[src/rtl/uart_pkg.sv]
// Shared constants, state encodings and baud divisor helper for the UART.
// Latency: n/a (declarations only).
// Backpressure: n/a.
package uart_pkg;

    localparam int unsigned DATA_BITS  = 8;
    localparam int unsigned OVERSAMPLE = 16;

    typedef enum logic [1:0] {
        RX_IDLE  = 2'd0,
        RX_START = 2'd1,
        RX_DATA  = 2'd2,
        RX_STOP  = 2'd3
    } rx_state_t;

    typedef enum logic [1:0] {
        TX_IDLE  = 2'd0,
        TX_START = 2'd1,
        TX_DATA  = 2'd2,
        TX_STOP  = 2'd3
    } tx_state_t;

    // Clock cycles per oversample tick; truncates and never returns 0.
    function automatic int unsigned calc_div(input int unsigned f_hz, input int unsigned rate);
        int unsigned d;
        d = f_hz / (rate * OVERSAMPLE);
        return (d == 32'd0) ? 32'd1 : d;
    endfunction

endpackage

[src/rtl/uart_baud_gen.sv]
// Free-running 16x-baud enable: enable16 high for one cycle every DIV cycles.
// Latency: first pulse in the cycle right after reset (counter starts at 0).
// Backpressure: none; consumers simply skip ticks they do not need.
module uart_baud_gen
    import uart_pkg::*;
#(
    parameter int unsigned freq_hz = 100000000,
    parameter int unsigned baud    = 115200
) (
    input  logic clk,
    input  logic reset,
    output logic enable16
);

    localparam int unsigned DIV    = calc_div(freq_hz, baud);
    localparam int          CW     = (DIV > 1) ? $clog2(DIV) : 1;
    localparam logic [CW-1:0] RELOAD = CW'(DIV - 1);

    logic [CW-1:0] cnt_q, cnt_d;

    // Count down from DIV-1; the tick fires while the counter sits at zero.
    always_comb begin
        enable16 = (cnt_q == '0);
        cnt_d    = enable16 ? RELOAD : cnt_q - CW'(1);
    end

    // Counter register.
    always_ff @(posedge clk) begin
        if (reset) cnt_q <= '0;
        else       cnt_q <= cnt_d;
    end

endmodule

[src/rtl/uart_core.sv]
// 8N1 UART transceiver: 16x oversampled RX with flag registers, TX with busy flag.
// Latency: tx_busy/uart_txd react the cycle after tx_wr; rx_avail sets mid stop bit.
// Backpressure: tx_wr ignored while tx_busy; unacknowledged RX bytes are overwritten.
module uart_core
    import uart_pkg::*;
#(
    parameter int unsigned freq_hz = 100000000,
    parameter int unsigned baud    = 115200
) (
    input  logic                 clk,
    input  logic                 reset,
    input  logic                 uart_rxd,
    output logic                 uart_txd,
    output logic [DATA_BITS-1:0] rx_data,
    output logic                 rx_avail,
    output logic                 rx_error,
    input  logic                 rx_ack,
    input  logic [DATA_BITS-1:0] tx_data,
    input  logic                 tx_wr,
    output logic                 tx_busy
);

    localparam int OSW = $clog2(OVERSAMPLE);
    localparam int BW  = $clog2(DATA_BITS);
    localparam logic [OSW-1:0] OS_MID   = OSW'(OVERSAMPLE / 2 - 1);
    localparam logic [OSW-1:0] OS_LAST  = OSW'(OVERSAMPLE - 1);
    localparam logic [BW-1:0]  BIT_LAST = BW'(DATA_BITS - 1);

    logic enable16;

    uart_baud_gen #(.freq_hz(freq_hz), .baud(baud)) u_baud (
        .clk      (clk),
        .reset    (reset),
        .enable16 (enable16)
    );

    logic                 rxd_meta_q, rxd_sync_q;
    rx_state_t            rx_state_q, rx_state_d;
    logic [OSW-1:0]       rx_os_q, rx_os_d;
    logic [BW-1:0]        rx_bit_q, rx_bit_d;
    logic [DATA_BITS-1:0] rx_shift_q, rx_shift_d;
    logic [DATA_BITS-1:0] rx_data_q, rx_data_d;
    logic                 rx_avail_q, rx_avail_d;
    logic                 rx_error_q, rx_error_d;
    logic                 rx_done;

    tx_state_t            tx_state_q, tx_state_d;
    logic [OSW-1:0]       tx_os_q, tx_os_d;
    logic [BW-1:0]        tx_bit_q, tx_bit_d;
    logic [DATA_BITS-1:0] tx_shift_q, tx_shift_d;
    logic                 txd_q, txd_d;
    logic                 tx_busy_q, tx_busy_d;

    // State, datapath and output registers; reset aborts any frame in flight.
    always_ff @(posedge clk) begin
        if (reset) begin
            rxd_meta_q <= 1'b1;
            rxd_sync_q <= 1'b1;
            rx_state_q <= RX_IDLE;
            rx_os_q    <= '0;
            rx_bit_q   <= '0;
            rx_shift_q <= '0;
            rx_data_q  <= '0;
            rx_avail_q <= 1'b0;
            rx_error_q <= 1'b0;
            tx_state_q <= TX_IDLE;
            tx_os_q    <= '0;
            tx_bit_q   <= '0;
            tx_shift_q <= '0;
            txd_q      <= 1'b1;
            tx_busy_q  <= 1'b0;
        end else begin
            rxd_meta_q <= uart_rxd;
            rxd_sync_q <= rxd_meta_q;
            rx_state_q <= rx_state_d;
            rx_os_q    <= rx_os_d;
            rx_bit_q   <= rx_bit_d;
            rx_shift_q <= rx_shift_d;
            rx_data_q  <= rx_data_d;
            rx_avail_q <= rx_avail_d;
            rx_error_q <= rx_error_d;
            tx_state_q <= tx_state_d;
            tx_os_q    <= tx_os_d;
            tx_bit_q   <= tx_bit_d;
            tx_shift_q <= tx_shift_d;
            txd_q      <= txd_d;
            tx_busy_q  <= tx_busy_d;
        end
    end

    // RX next state: find start edge, sample mid-bit every 16 ticks.
    always_comb begin
        rx_state_d = rx_state_q;
        rx_os_d    = rx_os_q;
        rx_bit_d   = rx_bit_q;
        rx_shift_d = rx_shift_q;
        case (rx_state_q)
            RX_IDLE: begin
                rx_os_d  = '0;
                rx_bit_d = '0;
                if (!rxd_sync_q) rx_state_d = RX_START;
            end
            RX_START: if (enable16) begin
                rx_os_d = rx_os_q + OSW'(1);
                if (rx_os_q == OS_MID) begin
                    // Counter restarts at mid start bit so later samples land mid-bit.
                    rx_os_d    = '0;
                    rx_state_d = rxd_sync_q ? RX_IDLE : RX_DATA;
                end
            end
            RX_DATA: if (enable16) begin
                rx_os_d = rx_os_q + OSW'(1);
                if (rx_os_q == OS_LAST) begin
                    rx_shift_d = {rxd_sync_q, rx_shift_q[DATA_BITS-1:1]};
                    rx_bit_d   = rx_bit_q + BW'(1);
                    if (rx_bit_q == BIT_LAST) rx_state_d = RX_STOP;
                end
            end
            RX_STOP: if (enable16) begin
                rx_os_d = rx_os_q + OSW'(1);
                if (rx_os_q == OS_LAST) rx_state_d = RX_IDLE;
            end
            default: rx_state_d = RX_IDLE;
        endcase
    end

    // TX next state: each of start/data/stop bits holds for 16 ticks.
    always_comb begin
        tx_state_d = tx_state_q;
        tx_os_d    = tx_os_q;
        tx_bit_d   = tx_bit_q;
        tx_shift_d = tx_shift_q;
        case (tx_state_q)
            TX_IDLE: begin
                tx_os_d  = '0;
                tx_bit_d = '0;
                if (tx_wr) begin
                    tx_shift_d = tx_data;
                    tx_state_d = TX_START;
                end
            end
            TX_START: if (enable16) begin
                tx_os_d = tx_os_q + OSW'(1);
                if (tx_os_q == OS_LAST) tx_state_d = TX_DATA;
            end
            TX_DATA: if (enable16) begin
                tx_os_d = tx_os_q + OSW'(1);
                if (tx_os_q == OS_LAST) begin
                    tx_shift_d = {1'b1, tx_shift_q[DATA_BITS-1:1]};
                    tx_bit_d   = tx_bit_q + BW'(1);
                    if (tx_bit_q == BIT_LAST) tx_state_d = TX_STOP;
                end
            end
            TX_STOP: if (enable16) begin
                tx_os_d = tx_os_q + OSW'(1);
                if (tx_os_q == OS_LAST) tx_state_d = TX_IDLE;
            end
            default: tx_state_d = TX_IDLE;
        endcase
    end

    // Outputs: RX flags (completion beats ack) and registered TX line/busy from next state.
    always_comb begin
        rx_done    = (rx_state_q == RX_STOP) && enable16 && (rx_os_q == OS_LAST);
        rx_data_d  = rx_data_q;
        rx_avail_d = rx_avail_q;
        rx_error_d = rx_error_q;
        if (rx_done) begin
            rx_data_d  = rx_shift_q;
            rx_avail_d = 1'b1;
            rx_error_d = ~rxd_sync_q;
        end else if (rx_ack) begin
            rx_avail_d = 1'b0;
            rx_error_d = 1'b0;
        end
        tx_busy_d = (tx_state_d != TX_IDLE);
        case (tx_state_d)
            TX_START: txd_d = 1'b0;
            TX_DATA:  txd_d = tx_shift_d[0];
            default:  txd_d = 1'b1;
        endcase
    end

    assign uart_txd = txd_q;
    assign tx_busy  = tx_busy_q;
    assign rx_data  = rx_data_q;
    assign rx_avail = rx_avail_q;
    assign rx_error = rx_error_q;

endmodule

[config.mk]
export PLATFORM = sky130hd
export DESIGN_NAME = uart_core
export DESIGN_NICKNAME = d
export VERILOG_FILES = /design/src/rtl/uart_pkg.sv /design/src/rtl/uart_baud_gen.sv /design/src/rtl/uart_core.sv
export SDC_FILE = /design/constraint.sdc
export NUM_CORES = 1
export LEC_CHECK = 0
export ABC_CLOCK_PERIOD_IN_PS = 2600
export CORE_MARGIN = 10
export CORE_UTILIZATION = 55
export DETAILED_ROUTE_END_ITERATION = 6
export PLACE_DENSITY = 0.77
export SYNTH_ARGS = -nofsm -noshare
export SYNTH_HDL_FRONTEND = slang
export SYNTH_SLANG_ARGS = --single-unit
export TNS_END_PERCENT = 30
[constraint.sdc]
create_clock -name clk -period 2.6 [get_ports clk]
set_input_delay 0.52 -clock clk [delete_from_list [all_inputs] [get_ports clk]]
set_output_delay 0.52 -clock clk [all_outputs]
set_load 0.03 [all_outputs]
-- Word level (Yosys, flattened, before mapping)
Cells that the tools add are included.
- register bits after elaboration: 54
- bits in latches: 0
- memory bits (writable): 0
- memory bits (read-only): 0
- input bits: 13
- word-level logic and storage cells: 108
- memories kept: 0
- $add $sub $neg: 5
- multiply operators: 0
- divide/modulo/power cells: 0
- order comparisons: 0
- equal/unequal tests: 26
- shift-type cells: 0
- multiplexer cells: 40
- bitwise gates (word level): 1
- reductions and logical operators: 18
- operators by type and width (operator ; count):
    two-way mux 2 bit ; 17
    two-way mux 8 bit ; 3
    inequality test 2 bit, second input constant ; 11
    two-way mux 4 bit ; 4
    case mux 2 bit (4 select lines) ; 2
    case mux 8 bit (2 select lines) ; 1
    two-way mux 3 bit ; 4
    case mux 3 bit (2 select lines) ; 2
    case mux 4 bit (3 select lines) ; 1
    == test 2 bit, second input constant ; 5
    AND reduction 3 bit ; 3
    adder 4 x 1 -> 4 bit, second input constant ; 2
    == test 4 bit, second input constant ; 2
    case mux 4 bit (2 select lines) ; 1
    AND reduction 8 bit ; 1
    nonzero test 2 bit ; 4
    adder 3 x 1 -> 3 bit, second input constant ; 2
    == test 2 x 1 -> 1 bit, second input constant ; 3
    == test 3 bit, second input constant ; 2
    logical NOT 6 bit ; 1
    two-way mux 6 bit ; 1
    subtractor 6 x 1 -> 6 bit, second input constant ; 1
    == test 4 x 3 -> 1 bit, second input constant ; 1
    logical NOT 2 bit ; 2
    9 further kinds ; 14

-- Depth between registers and ports, before layout
Gate-level depths: netlist of the first run.
- depth after elaboration: 7
- gate-level depth with buffers: 8

-- Cells and area by module
A second synthesis of the first run with hierarchy kept.
- cells, all modules: 271
- area total of the unflattened synthesis: 2438.6 µm²
- by module, submodules not included (module ; instances ; cells each ; area an instance (µm²) ; seq. area each (µm²)):
    uart_core ; 1 ; 245 ; 2180.8 ; 960.9
    uart_baud_gen ; 1 ; 26 ; 257.7 ; 120.1

-- Worst setup path after synthesis of the first run
OpenSTA, ideal clock, no wires.
- kind: reg2reg
- start point: reg u_baud.cnt_q[3]
- end point: reg rx_bit_q[0]
- data arrival time: 1.992 ns
- slack: 0.535 ns
- cell stages (with the launch flop): 7
- path buffers: 2
- period minus slack after synthesis: 2.065 ns
- cells stage by stage: dfxtp_1 > or3_1 > buf_6 > or4_1 > buf_2 > or4_4 > o211ai_2
- word-level cells in the longest chain between the ends: 3
- ends and longest elaborated chain (what ; line ; source):
    start, declared ; uart_baud_gen.sv:19 ; logic [CW-1:0] cnt_q, cnt_d;
    start signal, assigned ; uart_baud_gen.sv:30 ; else cnt_q <= cnt_d;
    logical NOT 6 bit ; uart_baud_gen.sv:23 ; enable16 = (cnt_q == '0);
    inequality test 2 bit (no source line) ; n/a ;
    AND reduction 3 bit (no source line) ; n/a ;
    end signal, assigned ; uart_core.sv:77 ; rx_bit_q <= rx_bit_d;
    end, declared ; uart_core.sv:40 ; logic [BW-1:0] rx_bit_q, rx_bit_d;
No other way between the ends.
A chain may end at the register's enable or synchronous reset.

-- Final worst setup path of the first run
Same ends and word-level chain as after synthesis.

==> results.ini, run 1 <==
[grt]
grt_first_pass_wirelength_um = 8240
grt_pass1_vias = 1888
grt_max_degree = 38
track_usage_pct = 13.3
antenna_found_initial = 0
grt_overflow = 0

[critical_path]
required_ns = 2.84
cp_data_arrival_time_ns = 2.31
worst_setup_path_end_kind = flip-flop
cp_slowest_cell = or4_1
cp_cell_sequence = or3_1, or4_1, or4_4, o211ai_2
critical_path_class = reg -> reg
crit_family = simple AND/OR/NAND/NOR gates
worstSetupStartpointType = flip-flop
cpPeakStageDelay_ns = 0.63
worstPathBufferInverterCount = 0
crit_path_max_fanout = 7

[sta]
maxSlewHeadroom_pct = 54.1
fin_skew_ns = 0.00502
fin_worst_hold_slack_ns = 0.420
clock.fmax_ghz = 0.485
finalCritPeriodShare_pct = 79.3
finalSetupTns_ns = 0
report.final.setup_viol = 0
tightest_slew_ns = 0.683
rsz0062_at_grt = no
worst_slack_ns = 0.537
min_period_ns = 2.06
drv_slew = 0
finalHoldViolCount = 0

[clock_tree]
htreeDepth = 2
postCtsResizedCells = 0
cts_hold_buf = 0
cts_max_path_buffers = 2
cts_tree = yes
clk_pin_slew_worst_paths_ns = 0.09
insertion_delay_ns = 0.31
numCtsBuffers = 5
clockRootBuffer = clkbuf_8
cts.sinks = 54
cts_setup_buffers = 0

[detailed_routing]
dr_wl_met2_um = 2180
wl_per_cell_um = 14.0
avgViaCountPerCell = 5.68
detailroute.wirelength.met3_um = 362
ant_nets = 0
highest_layer = met4
routed-via-count = 1938
drt_wl_total_um = 4790
wl_met1_um = 2180
drc = 0
first_pass_iters = 4
drt_iter0_markers = 98

[yosys]
yosysTopAreaCellShare_pct = 44.9
syn_inst = 266
yosys_warnings = 0
syn-cell-area_um2 = 2410
ys.flop_type = dfxtp_1
synth_edf_count = 0
async_flop_share_pct = 0
yosysMostFrequentCell = dfxtp_1
synth.avg_cell_area_um2 = 9.05
ys_types = 44
synth_area_leaders = dfxtp_1 45%, mux2i_1 7.1%, a21oi_1 5.2%
seq_area_frac_synth_pct = 44.9
ys_top_cells_by_count = 54 x dfxtp_1, 30 x nor2_1, 25 x a21oi_1, 17 x mux2i_1, 17 x nand2_1
yosysTopAreaCell = dfxtp_1
syn_nets = 287
ys_seq_elements = 54

[final_layout]
multiInputGateArea_um2 = 1230
seqCellArea_um2 = 1080
drive_above_1_share_pct = 8.59
diodes = 0
final_cells = 341
layout.nets = 311
final_core_util_pct = 67.9
fillers = 338
area_delta_synth_final_pct = 16.2

[job]
drv_cap = 0

[pwr]
ir_worst_vdd_mv = 0.436
power_density_nw_per_um2 = 628
leakagePower_nw = 0.987

[place]
io_buffers = 24
place_inst = 333
dpl_worst_slack_ns = 0.563
hpwlAfterDp_um = 3370
globalplace.congestion = 0.842

[die]
core_um2 = 4120
start_util_pct = 58.5
die_x_um = 86.1
boundaryPins = 25
die-area_um2 = 7420
die-height_um = 86.1
rows = 23

[min_path]
hold_path.class = reg -> reg

[run_status]
status = finished clean

layout make-up:
type	instances	area share, %
Tap cell	50	2.24
Inverter	7	0.940
Clock buffer	5	2.46
Multi-Input combinational cell	189	43.9
Sequential cell	54	38.7
Timing Repair Buffer	33	11.0
Clock inverter	3	0.761
path summary, 6_finish.rpt:
kind	slack (ns)	endpoint	from	cells after the start
min reg2reg	0.42	rxd_sync_q	rxd_meta_q	1
min	0.42	rxd_sync_q	rxd_meta_q	1
max reg2reg	0.54	rx_bit_q[0]	u_baud.cnt_q[3]	4
max	0.54	rx_bit_q[0]	u_baud.cnt_q[3]	4
kinds of logic after synthesis:
family,after synthesis,synth area share (%)
AND/OR/NAND/NOR,106,23.5
AO/OA/AOI/OAI,49,12.8
flip-flops,54,44.9
buffers and inverters,23,4.32
multiplexers,17,7.07
adder cells (fa/ha/maj),8,4.16
XOR/XNOR,9,3.28
registers in the layout, indices dropped and copies added (netlist names), 2 cells and up, named ones only:
| signal | cells |
|---|---|
| rx_os_q | 4 |
| tx_state_q | 2 |
| tx_bit_q | 3 |
| rx_bit_q | 3 |
| rx_shift_q | 8 |
| tx_os_q | 4 |
| tx_shift_q | 8 |
| u_baud.cnt_q | 6 |
| rx_data | 8 |
routing by layer:
layer / GRT usage [%] / up-vias
li1: - / 987
met1: 15.3 / 909
met2: 21.0 / 37
met3: 6.05 / 5
met4: 5.24 / 0
met5: 0 / -
placed cells by master (no fill, tap or decap), drive strengths merged, types with 2 or more instances in the layout:
| master | n |
|---|---|
| dfxtp | 54 |
| nor2 | 30 |
| a21oi | 25 |
| clkdlybuf4s50 | 24 |
| nand2 | 17 |
| mux2i | 17 |
| nand3 | 16 |
| buf | 9 |
| nor3 | 8 |
| ha | 8 |
| inv | 7 |
| a22oi | 6 |
| xnor2 | 6 |
| o21ai | 5 |
| nand3b | 5 |
| clkbuf | 5 |
| nand2b | 4 |
| nor2b | 4 |
| nand4 | 4 |
| or4 | 4 |
| nor4bb | 3 |
| o221ai | 3 |
| xor2 | 3 |
| nor4 | 3 |
| or2 | 3 |
| or3 | 2 |
| and2 | 2 |
| clkinv | 2 |
metrics by stage:
stage / power, W / cell area (um2)
after CTS: 0.00177 / 2800
after detailed placement: 0.00131 / 2710
after global placement: 0.00130 / 2710
after global routing: 0.00185 / 2800
final: 0.00175 / 2800
after floorplan: 0.00122 / 2410
power breakdown:
group	internal, W	switching, W
registers	0.000878	0.0000560
logic	0.000154	0.000206
clock network	0.000189	0.000271
total	0.00122	0.000533
Power figures use the tool's default switching activity.
==> inputs of run 2 (changes only) <==
Settings changed: ABC_CLOCK_PERIOD_IN_PS 2600 to 2000.
Clock period 2.6 ns to 2 ns, I/O delays scaled along.
==> run 2 against run 1 <==
  * Global-route usage grew 0.64 points
  * Clock-buffer cell count grew 2
  * Critical path type unchanged
  * Largest cell class unchanged
  * Utilization grew 1.2 points
  * Worst hold slack gained 0.0048 ns
  * First-iteration DRC count grew 31%
  * Flip-flop and latch count is the same
  * Die area is the same
  * Worst setup slack lost 0.39 ns
  * Sequential share of layout area shrank 0.59 points
  * Power grew 35%
  * Wire length grew 3.8%
==> results.ini, run 2 (same netlist as run 1, synthesis figures left out) <==
[clock_tree]
clk_pin_slew_worst_paths_ns = 0.09  ; about the same
cts_tree = yes
htreeDepth = 2  ; unchanged
insertion_delay_ns = 0.30  ; about the same
cts_hold_buf = 0  ; unchanged
cts.sinks = 54  ; unchanged
cts_max_path_buffers = 2  ; unchanged
cts_setup_buffers = 0  ; unchanged
numCtsBuffers = 5  ; unchanged
clockRootBuffer = clkbuf_8

[grt]
grtUsageMet3_pct = 5.39  ; -0.66 points
track_usage_pct = 14.0  ; +0.64 points
use_met2_pct = 22.4  ; +1.5 points
busiest_layer = met2
antenna_found_initial = 0  ; unchanged
grt_max_degree = 21  ; -45%
grt_pass1_vias = 1917  ; +1.5%
grt_first_pass_wirelength_um = 8620  ; +4.6%
grt_use_met1_pct = 16.6  ; +1.3 points
grt_overflow = 0  ; unchanged

[final_layout]
fillers = 355  ; +5.0%
final_common_cell = dfxtp_1
diodes = 0  ; unchanged
area_delta_synth_final_pct = 18.3
final_core_util_pct = 69.1  ; +1.2 points
layout.nets = 316  ; +1.6%
final_cell_mix = 52 x dfxtp_1, 30 x nor2_1, 25 x a21oi_1, 24 x clkdlybuf4s50_1
drive_above_1_share_pct = 11.1  ; +2.6 points

[min_path]
hold_path.class = reg -> reg

[die]
rows = 23  ; unchanged
boundaryPins = 25  ; unchanged
core_um2 = 4120  ; unchanged
start_util_pct = 58.5  ; unchanged
die-area_um2 = 7420  ; unchanged
die_x_um = 86.1  ; unchanged
die-height_um = 86.1  ; unchanged

[detailed_routing]
drt_iter0_markers = 128  ; +31%
drc = 0  ; unchanged
wl_per_cell_um = 14.4  ; +2.3%
drt_wl_total_um = 4970  ; +3.8%
ant_nets = 0  ; unchanged
first_pass_iters = 5  ; +1
routed-via-count = 1963  ; +1.3%
avgViaCountPerCell = 5.67  ; -0.17%

[place]
io_buffers = 24  ; unchanged
hpwlAfterDp_um = 3500  ; +3.9%
globalplace.congestion = 0.800  ; -5.1%
dpl_worst_slack_ns = 0.104  ; -0.459 ns

[sta]
tightest_slew_ns = 0.441  ; -0.242 ns
finalHoldViolCount = 0  ; unchanged
rsz0062_at_grt = no
fin_skew_ns = 0.00787  ; +0.00285 ns
clock.fmax_ghz = 0.540  ; +11%
min_period_ns = 1.85  ; -0.211 ns
maxSlewHeadroom_pct = 70.3  ; +16 points
drv_slew = 0  ; unchanged
report.final.setup_viol = 0  ; unchanged
finalCritPeriodShare_pct = 92.6  ; +13 points
worst_slack_ns = 0.149  ; -0.389 ns
finalSetupTns_ns = 0  ; unchanged

[pwr]
leakagePower_nw = 1.02  ; +3.0%
ir_worst_vdd_mv = 0.559  ; +28%
power_density_nw_per_um2 = 830  ; +32%
p_total_w = 0.00236  ; +35%

[critical_path]
worst_setup_path_end_kind = flip-flop
crit_start = u_baud.cnt_q[0]
crit_path_max_fanout = 10  ; +3
r2r_slack_ns = 0.15  ; -0.39 ns
required_ns = 2.19  ; -0.65 ns
worstSetupStartpointType = flip-flop
crit_end = rx_error
reg2reg_from = u_baud.cnt_q[0]
r2r-end = rx_error
critical_path_class = reg -> reg
cp_data_arrival_time_ns = 2.04  ; -0.27 ns
rr_worst_depth = 8  ; +4

[run_status]
status = finished clean

[job]
drv_cap = 0  ; unchanged

## run 2: repair_timing
action | in CTS | in global routing
resized for setup | 0 | 1
hold endpoints to repair | 0 | 0
endpoints found under the setup margin | 0 | 2
## run 2: power breakdown
part / internal, W / leakage, nW / total [W] / switching, W
Combinational: 0.000240 / 0.529 / 0.000529 / 0.000289
Sequential: 0.00115 / 0.440 / 0.00121 / 0.0000682
Clock: 0.000280 / 0.0482 / 0.000619 / 0.000339
Total: 0.00166 / 1.02 / 0.00236 / 0.000696
## run 2: through the flow
| stage | cells | area [um2] | hold slack (ns) |
|---|---|---|---|
| after CTS | 346 | 2840 | 0.434 |
| after global placement | 338 | 2750 | 0.393 |
| after floorplan | 266 | 2420 | 0.389 |
| after detailed placement | 338 | 2750 | 0.411 |
| final | 346 | 2850 | 0.425 |
| after global routing | 346 | 2850 | 0.439 |
## run 2: per-layer routing
layer / part of all wire (%) / up-vias
li1: - / 991
met1: 45 / 920
met2: 47 / 46
met3: 6.8 / 6
met4: 1.2 / 0
met5: 0 / -
## run 2: worst min-delay path by stage
stage | from | endpoint | slack, ns | depth (start not counted)
final | rxd_meta_q | rxd_sync_q | 0.43 | 1
after global routing | rxd_meta_q | rxd_sync_q | 0.44 | 1
after CTS | rxd_meta_q | rxd_sync_q | 0.43 | 1
after detailed placement | rxd_meta_q | rxd_sync_q | 0.41 | 1
after global placement | rxd_meta_q | rxd_sync_q | 0.39 | 1
after floorplan | rxd_meta_q | rxd_sync_q | 0.39 | 1
## run 2: worst max-delay path, stage by stage (launching register included)
cell,delay (ns)
dfxtp_1,0.34
inv_1,0.09
ha_1,0.20
nand2b_1,0.11
buf_4,0.18
nor4_2,0.29
buf_4,0.26
mux2i_1,0.21
nor2_1,0.06
## run 2: cell type report
cell class	instances	area [um2]	share of cell area (%)
sequential	54	1080	38.1
multi-input combinational	189	1240	43.4
timing repair buffer	38	345	12.1
inverter	7	26.3	0.923
clock buffer	7	86.3	3.03
tap	50	62.6	2.20
clock inverter	1	5.00	0.176
